## config.mk

```make
export PLATFORM = sky130hd
export DESIGN_NAME = video_timing_gen
export DESIGN_NICKNAME = d
export VERILOG_FILES = /design/src/rtl/video_timing_pkg.sv /design/src/rtl/wrap_counter.sv /design/src/rtl/video_timing_gen.sv
export SDC_FILE = /design/constraint.sdc
export NUM_CORES = 1
export LEC_CHECK = 0
export CELL_PAD_IN_SITES_DETAIL_PLACEMENT = 2
export CELL_PAD_IN_SITES_GLOBAL_PLACEMENT = 2
export CORE_UTILIZATION = 30
export DETAILED_ROUTE_END_ITERATION = 8
export GPL_TIMING_DRIVEN = 0
export PLACE_DENSITY_LB_ADDON = 0.1
export SYNTH_ARGS = -nofsm -noshare
export SYNTH_HDL_FRONTEND = slang
export SYNTH_SLANG_ARGS = --single-unit
```

## constraint.sdc

```tcl
create_clock -name clk_pixel_in -period 2.9 [get_ports clk_pixel_in]
set_clock_uncertainty 0.2 [all_clocks]
set_input_delay 0.58 -clock clk_pixel_in [delete_from_list [all_inputs] [get_ports clk_pixel_in]]
set_output_delay 0.58 -clock clk_pixel_in [all_outputs]
set_load 0.05 [all_outputs]
```

## src/rtl/video_timing_pkg.sv

```systemverilog
// Shared 720p60 raster timing constants, count widths and a coordinate type
// for the video timing generator and the renderers that consume its position.
package video_timing_pkg;

  localparam int unsigned DEF_ACTIVE_H = 1280;
  localparam int unsigned DEF_H_FP     = 110;
  localparam int unsigned DEF_H_SYNC   = 40;
  localparam int unsigned DEF_H_BP     = 220;
  localparam int unsigned DEF_ACTIVE_V = 720;
  localparam int unsigned DEF_V_FP     = 5;
  localparam int unsigned DEF_V_SYNC   = 5;
  localparam int unsigned DEF_V_BP     = 20;
  localparam int unsigned DEF_FPS      = 60;

  localparam int unsigned DEF_H_TOTAL = DEF_ACTIVE_H + DEF_H_FP + DEF_H_SYNC + DEF_H_BP;
  localparam int unsigned DEF_V_TOTAL = DEF_ACTIVE_V + DEF_V_FP + DEF_V_SYNC + DEF_V_BP;

  localparam int DEF_H_W  = $clog2(DEF_H_TOTAL);
  localparam int DEF_V_W  = $clog2(DEF_V_TOTAL);
  localparam int DEF_FC_W = $clog2(DEF_FPS);

  typedef struct packed {
    logic [DEF_H_W-1:0] h;
    logic [DEF_V_W-1:0] v;
  } coord_t;

  // True when pos lies in the half-open window [lo, lo+len).
  function automatic logic in_window(input int unsigned pos, input int unsigned lo,
                                     input int unsigned len);
    return (pos >= lo) && (pos < lo + len);
  endfunction

endpackage

```

## src/rtl/wrap_counter.sv

```systemverilog
// Modulo-(MAX+1) up-counter with an enable; wrap_out flags the increment
// that takes the count from MAX back to zero.
module wrap_counter #(
  parameter int unsigned      MAX       = 1,
  parameter int               WIDTH     = 1,
  parameter logic [WIDTH-1:0] RESET_VAL = '0
) (
  input  logic             clk_pixel_in,
  input  logic             rst_in,
  input  logic             inc_in,
  output logic [WIDTH-1:0] count_out,
  output logic             wrap_out
);

  assign wrap_out = inc_in && (count_out == WIDTH'(MAX));

  always_ff @(posedge clk_pixel_in or posedge rst_in) begin
    if (rst_in) begin
      count_out <= RESET_VAL;
    end else if (inc_in) begin
      count_out <= wrap_out ? '0 : count_out + WIDTH'(1);
    end
  end

endmodule

```

## src/rtl/video_timing_gen.sv

```systemverilog
// Raster timing source: walks every pixel of the frame and emits aligned
// coordinates, syncs, active-draw, new-frame strobe and a frame counter.
module video_timing_gen
  import video_timing_pkg::*;
#(
  parameter int unsigned ACTIVE_H = DEF_ACTIVE_H,
  parameter int unsigned H_FP     = DEF_H_FP,
  parameter int unsigned H_SYNC   = DEF_H_SYNC,
  parameter int unsigned H_BP     = DEF_H_BP,
  parameter int unsigned ACTIVE_V = DEF_ACTIVE_V,
  parameter int unsigned V_FP     = DEF_V_FP,
  parameter int unsigned V_SYNC   = DEF_V_SYNC,
  parameter int unsigned V_BP     = DEF_V_BP,
  parameter int unsigned FPS      = DEF_FPS,
  localparam int unsigned H_TOTAL = ACTIVE_H + H_FP + H_SYNC + H_BP,
  localparam int unsigned V_TOTAL = ACTIVE_V + V_FP + V_SYNC + V_BP,
  localparam int H_W  = $clog2(H_TOTAL),
  localparam int V_W  = $clog2(V_TOTAL),
  localparam int FC_W = $clog2(FPS)
) (
  input  logic            clk_pixel_in,
  input  logic            rst_in,
  output logic [H_W-1:0]  h_count_out,
  output logic [V_W-1:0]  v_count_out,
  output logic            hs_out,
  output logic            vs_out,
  output logic            ad_out,
  output logic            nf_out,
  output logic [FC_W-1:0] fc_out
);

  logic           h_wrap, v_wrap, fc_wrap;
  logic [H_W-1:0] h_next;
  logic [V_W-1:0] v_next;
  logic           hs_next, vs_next, ad_next, nf_next;

  // Reset parks the raster on the last blanking pixel so the first edge lands on (0,0).
  wrap_counter #(.MAX(H_TOTAL - 1), .WIDTH(H_W), .RESET_VAL(H_W'(H_TOTAL - 1))) u_h_cnt (
    .clk_pixel_in (clk_pixel_in),
    .rst_in       (rst_in),
    .inc_in       (1'b1),
    .count_out    (h_count_out),
    .wrap_out     (h_wrap)
  );

  wrap_counter #(.MAX(V_TOTAL - 1), .WIDTH(V_W), .RESET_VAL(V_W'(V_TOTAL - 1))) u_v_cnt (
    .clk_pixel_in (clk_pixel_in),
    .rst_in       (rst_in),
    .inc_in       (h_wrap),
    .count_out    (v_count_out),
    .wrap_out     (v_wrap)
  );

  wrap_counter #(.MAX(FPS - 1), .WIDTH(FC_W), .RESET_VAL('0)) u_frame_cnt (
    .clk_pixel_in (clk_pixel_in),
    .rst_in       (rst_in),
    .inc_in       (nf_next),
    .count_out    (fc_out),
    .wrap_out     (fc_wrap)
  );

  // Flags are decoded from the position the counters move to on this edge,
  // so once registered they line up with h/v without skew.
  always_comb begin
    h_next  = h_wrap ? '0 : h_count_out + H_W'(1);
    v_next  = v_count_out;
    if (v_wrap) begin
      v_next = '0;
    end else if (h_wrap) begin
      v_next = v_count_out + V_W'(1);
    end
    hs_next = in_window(32'(h_next), ACTIVE_H + H_FP, H_SYNC);
    vs_next = in_window(32'(v_next), ACTIVE_V + V_FP, V_SYNC);
    ad_next = (32'(h_next) < ACTIVE_H) && (32'(v_next) < ACTIVE_V);
    nf_next = (32'(h_next) == ACTIVE_H) && (32'(v_next) == ACTIVE_V);
  end

  always_ff @(posedge clk_pixel_in or posedge rst_in) begin
    if (rst_in) begin
      hs_out <= 1'b0;
      vs_out <= 1'b0;
      ad_out <= 1'b0;
      nf_out <= 1'b0;
    end else begin
      hs_out <= hs_next;
      vs_out <= vs_next;
      ad_out <= ad_next;
      nf_out <= nf_next;
    end
  end

  // The frame counter may only roll over from its top value.
  assert property (@(posedge clk_pixel_in) disable iff (rst_in)
                   fc_wrap |-> (fc_out == FC_W'(FPS - 1)));

endmodule

```

# == Word level (Yosys, flattened, before mapping) ==
# Index checks and enable logic that the tools add are counted.
# Widths: inputs -> output; s select.
# word_totals
ff_bits,31
input_bits,2
# op_classes
muxes,5
order_cmp,6
eq_ne,5
reduce_logical,6
addsub,3
# ops
cell,n
$mux 10,3
$eq 11x11->1 const B,2
$lt 11x11->1 const B,2
$eq 10x10->1 const B,2
$lt 10x10->1 const B,2
$add 11x1->11 const B,1
$ge 11x11->1 const B,1
$mux 11,1
$add 10x1->10 const B,1
$ge 10x10->1 const B,1
$add 6x1->6 const B,1
$eq 6x6->1 const B,1
$logic_and 1x1->1,6
$mux 6,1

# == Depth between registers and ports, before layout ==
# depth
ltp_word,7
ltp_mapped,11

# == Cells and area by module ==
# Synthesis repeated with hierarchy kept, for this count alone.
# hier_totals
cells_unflattened,258
hier_area_um2,2312.2
# by_module_without_submodules
mod,area_each_um2,n_inst,cells_per_inst
video_timing_gen,823.3,1,108
wrap_counter (u_h_cnt),598.1,1,61
wrap_counter (u_v_cnt),585.6,1,59
wrap_counter (u_frame_cnt),305.3,1,30

# == Least setup slack after synthesis ==
# OpenSTA, ideal clock, no wires.
# synth_path
kind,register to register
start,reg u_v_cnt.count_out[1]
end,reg u_frame_cnt.count_out[0]
setup_time_ns,0.127
path_slack_ns,-0.513
path_buffers,1
path_stages_with_launch,11
synth_period_minus_slack_ns,3.413
t_arrival_ns,3.086
path_cell_list,dfrtp_1 > clkbuf_1 > inv_1 > ha_1 > and4bb_2 > and3_2 > o41ai_4 > nand4b_4 > or4_4 > inv_2 > mux2_1
# synth_via
elab_chain_cells,7
elab_cells_between_ends,9
cone_classes,add/sub (1); eq/ne (2); mux (3); reduce/logical (3)
# synth_rtl
element,line_no,rtl
"start, declared",wrap_counter.sv:11,"output logic [WIDTH-1:0] count_out,"
"start signal, assigned",wrap_counter.sv:21,count_out <= wrap_out ? '0 : count_out + WIDTH'(1);
$add 10x1->10 / $eq 10x10->1 (equally long branches),"video_timing_gen.sv:70, wrap_counter.sv:15",
$mux 10 / $logic_and 1x1->1 (equally long branches),"video_timing_gen.sv:69, wrap_counter.sv:15",
$mux 10 (*),video_timing_gen.sv:67,if (v_wrap) begin
$eq 10x10->1 (*),video_timing_gen.sv:75,nf_next = (32'(h_next) == ACTIVE_H) && (32'(v_next) == ACTIVE_V);
$logic_and 1x1->1 (*),video_timing_gen.sv:75,
named net nf_next,video_timing_gen.sv:35,"logic hs_next, vs_next, ad_next, nf_next;"
$logic_and 1x1->1,wrap_counter.sv:15,assign wrap_out = inc_in && (count_out == WIDTH'(MAX));
$mux 6,wrap_counter.sv:21,
"end signal, assigned",wrap_counter.sv:21,
"end, declared",wrap_counter.sv:11,
# Mark *: on every way through the listed nets, which the timed path passes. The rest lies on a longest branch.
# A chain may end at the register's enable or synchronous reset.

# == Final worst setup path ==
# layout_path
start,reg u_h_cnt.count_out[0]
end,reg u_frame_cnt.count_out[1]
# layout_via
elab_cells_between_ends,11
cone_classes,add/sub (1); eq/ne (3); mux (4); reduce/logical (3)
# layout_lines
element,line_no,rtl
"start, declared",wrap_counter.sv:11,
"start signal, assigned",wrap_counter.sv:21,
$add 11x1->11 / $eq 11x11->1 (equally long branches),"video_timing_gen.sv:65, wrap_counter.sv:15",
$mux 11 (*),video_timing_gen.sv:65,h_next = h_wrap ? '0 : h_count_out + H_W'(1);
named net h_next[8],video_timing_gen.sv:33,logic [H_W-1:0] h_next;
$eq 11x11->1 (*),video_timing_gen.sv:75,
$logic_and 1x1->1 (*),video_timing_gen.sv:75,
named net nf_next,video_timing_gen.sv:35,
$logic_and 1x1->1,wrap_counter.sv:15,
$mux 6,wrap_counter.sv:21,
# Marked as above.

==> impl_results.md <==
* Initial Util at 0.312
* GRT overflow at 0
* Max-slew headroom at 0.542
* Leak pwr at 1.18 nW
* Core box area at around 6400 um^2
* Largest net degree at the start of global routing at 32
* Highest fanout seen on the critical path at 5
* Number of port buffers at 32
* End of the critical path: u_frame_cnt.count_out[1]
* Setup tns final at -1.68 ns
* Cells on worst reg2reg path at 9
* Vias in the first global route at 2,031
* First-pass GRT wire length at 10,700 um
* FF-to-FF setup slack at -0.33 ns
* Cell variety after synth at 62
* Total number of vias at 1,940
* Sinks on Clock Net at 31
* Share of flip-flops with an asynchronous set or reset at 1.00
* Synthesis-stage register bit count at 31
* Number of nets with antenna violations after routing at 0
* # Max-Cap Violations at 0
* Pwr dens at 269 nW/um^2
* Hold-fix buffers, CTS at 0
* Top area cells in the synthesized netlist: dfrtp_1 (23%), dfstp_2 (17%), nor2_1 (4.1%), o21ai_0 (3.8%), ha_1 (3.1%)
* Cells after Synth at approximately 210
* Failing checks: negative setup slack
* Htree depth at 2
* Endpoints failing hold at 0
* Post-route cell area at 3040 um^2
* DP Area at 2490 um^2
* Die W at 83.5 um
* Cell taking the most area after synthesis: dfrtp_1
* Critical R2R Capture: u_frame_cnt.count_out[1]
* Final min period at about 3.2 ns
* Crit start category: flip-flop
* Mapped cell area at 1990 um^2
* Fin util at 0.475
* CTS Buffer Depth at 2
* Clock-pin slew on the worst setup and hold paths at 0.07 ns
* Initial antenna violation count at 0
* Reg2reg start: u_h_cnt.count_out[0]
* I/O pin total at 33
* Sequential area share after synthesis at 0.398
* Area share of the largest cell type after synthesis at 0.226
* Detailed Route Iter0 Violations at 85
* Routed WL at 6820 um
* Max frequency at 309 MHz
* Tcrit/Tclk final at 1.11
* Total Power at 0.816 mW
* Die Y at between 80 and 90 um
* Post-route DRC at 0
* Clk_lat worst skew at approximately 0.3 ns
* Critical path origin: u_h_cnt.count_out[0]
* RSZ-0062 raised after global routing: true
* Total CTS buffers at 5
* Worst setup margin at -0.333 ns
* Avg WL per Cell at 18.8 um
* Post-synth top cells: nor2_1 (22), dfrtp_1 (18), nand2_1 (16), o21ai_0 (15), dfstp_2 (13)
* Worst slew pin tran at 0.683 ns
* WP data required at 2.88 ns
* Avg Vias per Cell at ~5.3
* Max VDD drop at roughly 0.00027 V
* Hold slack final at 0.358 ns
* Synth Flop Type: dfrtp_1
* Number of synthesized flops with an enable pin at 0
* WP data arrival at 3.21 ns
* Area grow syn2layout at 52.5%
* Final setup violation count at 7
* CTS Root Cell: clkbuf_8
* Router iterations before antenna repair at 4
* GRT Util Overall at 0.196
* Crit. End Element: flip-flop
* TritonCTS clock tree: yes
* Ratio of cells with drive above 1 in the final layout at 0.402
* Top-count cell post-synth: nor2_1
* Run status: finished, violations left
* Syn_area_per_cell at 9.52 um^2
* Nets at 292
* Synth warnings at 0
* Hold WC Path Type: flip-flop to flip-flop
* Ant. Diodes at 0
* Full die area at 6970 um^2
* Global placer's final weighted congestion at 0.804
* Rows at 29
* Setup CP Type: flip-flop to flip-flop
* Dpl hpwl at 4380 um
* Max Slew Vio Count at 0
* Syn_nets at 216
[metrics by stage]
stage | cells | worst slack, ns
4_1_cts | 343 | -0.354
3_5_place_dp | 318 | -0.518
2_1_floorplan | 209 | -0.284
3_3_place_gp | 318 | -0.521
5_1_grt | 363 | -0.429
6_report | 363 | -0.333
[power breakdown]
group	internal (mW)	total (mW)	switching [mW]
clock network	0.191	0.368	0.177
logic	0.00501	0.0146	0.00960
registers	0.433	0.433	0
[logic make-up (layout without fill, tap and decap cells)]
logic type | count (synthesis) | count (layout) | share of synthesized area
compound gates | 49 | 49 | 0.179
xor+xnor | 9 | 9 | 0.0396
fa+ha+maj | 5 | 5 | 0.0314
buf+inv | 18 | 95 | 0.0396
flops | 31 | 31 | 0.398
mux | 4 | 4 | 0.0226
simple gates | 93 | 93 | 0.290
[flip-flops by register name, summed over array words and instances, names as in the netlist]
| name | flops |
|---|---|
| u_frame_cnt.count_out | 6 |
| u_v_cnt.count_out | 10 |
| u_h_cnt.count_out | 11 |
| vs_out | 1 |
| nf_out | 1 |
| hs_out | 1 |
| ad_out | 1 |
[final cells by class]
class | instances | area, um^2
inverters | 10 | 43.8
repair buffers | 70 | 633
fillers | 683 | 3350
well taps | 77 | 96.3
clock buffers | 7 | 86.3
clock inverters | 1 | 5.00
flip-flops and latches | 31 | 801
multi-input cells | 160 | 1310
plain buffers | 7 | 60.1
[worst min-delay path by stage]
stage,cells after the start,to,startpoint
6_report,1,u_frame_cnt.count_out[5],u_frame_cnt.count_out[5]
5_1_grt,1,u_frame_cnt.count_out[5],u_frame_cnt.count_out[5]
4_1_cts,2,u_v_cnt.count_out[6],u_v_cnt.count_out[6]
3_5_place_dp,2,u_h_cnt.count_out[9],u_h_cnt.count_out[9]
3_3_place_gp,2,u_h_cnt.count_out[9],u_h_cnt.count_out[9]
2_1_floorplan,2,u_h_cnt.count_out[9],u_h_cnt.count_out[9]
[critical path: stages, from the launching register on]
cell and delay, ns:
dfstp_4 0.66, ha_4 0.17, clkinvlp_4 0.16, nor3_4 0.27, xor2_2 0.19, nand3b_1 0.19
or3b_4 0.43, or4_4 0.45, inv_4 0.09, mux2_4 0.29
[layout by cell type, fill, tap and decap left out, types with 5 or more instances in the layout]
| cell type | count |
|---|---|
| nor3_1 | 5 |
| nor2_1 | 21 |
| nand2_1 | 16 |
| clkbuf_8 | 8 |
| dfrtp_1 | 14 |
| buf_4 | 37 |
| dfstp_2 | 12 |
| a21oi_1 | 6 |
| inv_1 | 5 |
| nand3_1 | 10 |
| clkdlybuf4s50_1 | 32 |
| o21ai_0 | 14 |
[layer usage]
metal | track usage | wire (um)
met5 | 0 | 0
met4 | 0.0663 | 106
met3 | 0.0366 | 151
met2 | 0.320 | 3240
met1 | 0.263 | 3320
[repair_timing]
| action | 4_1_cts | 5_1_grt |
|---|---|---|
| resized for setup | 18 | 20 |
| cloned | 0 | 0 |
| buffers inserted | 17 | 20 |
| setup endpoints to repair | 8 | 8 |
| pin swaps | 9 | 10 |
Power figures use the tool's default switching activity.
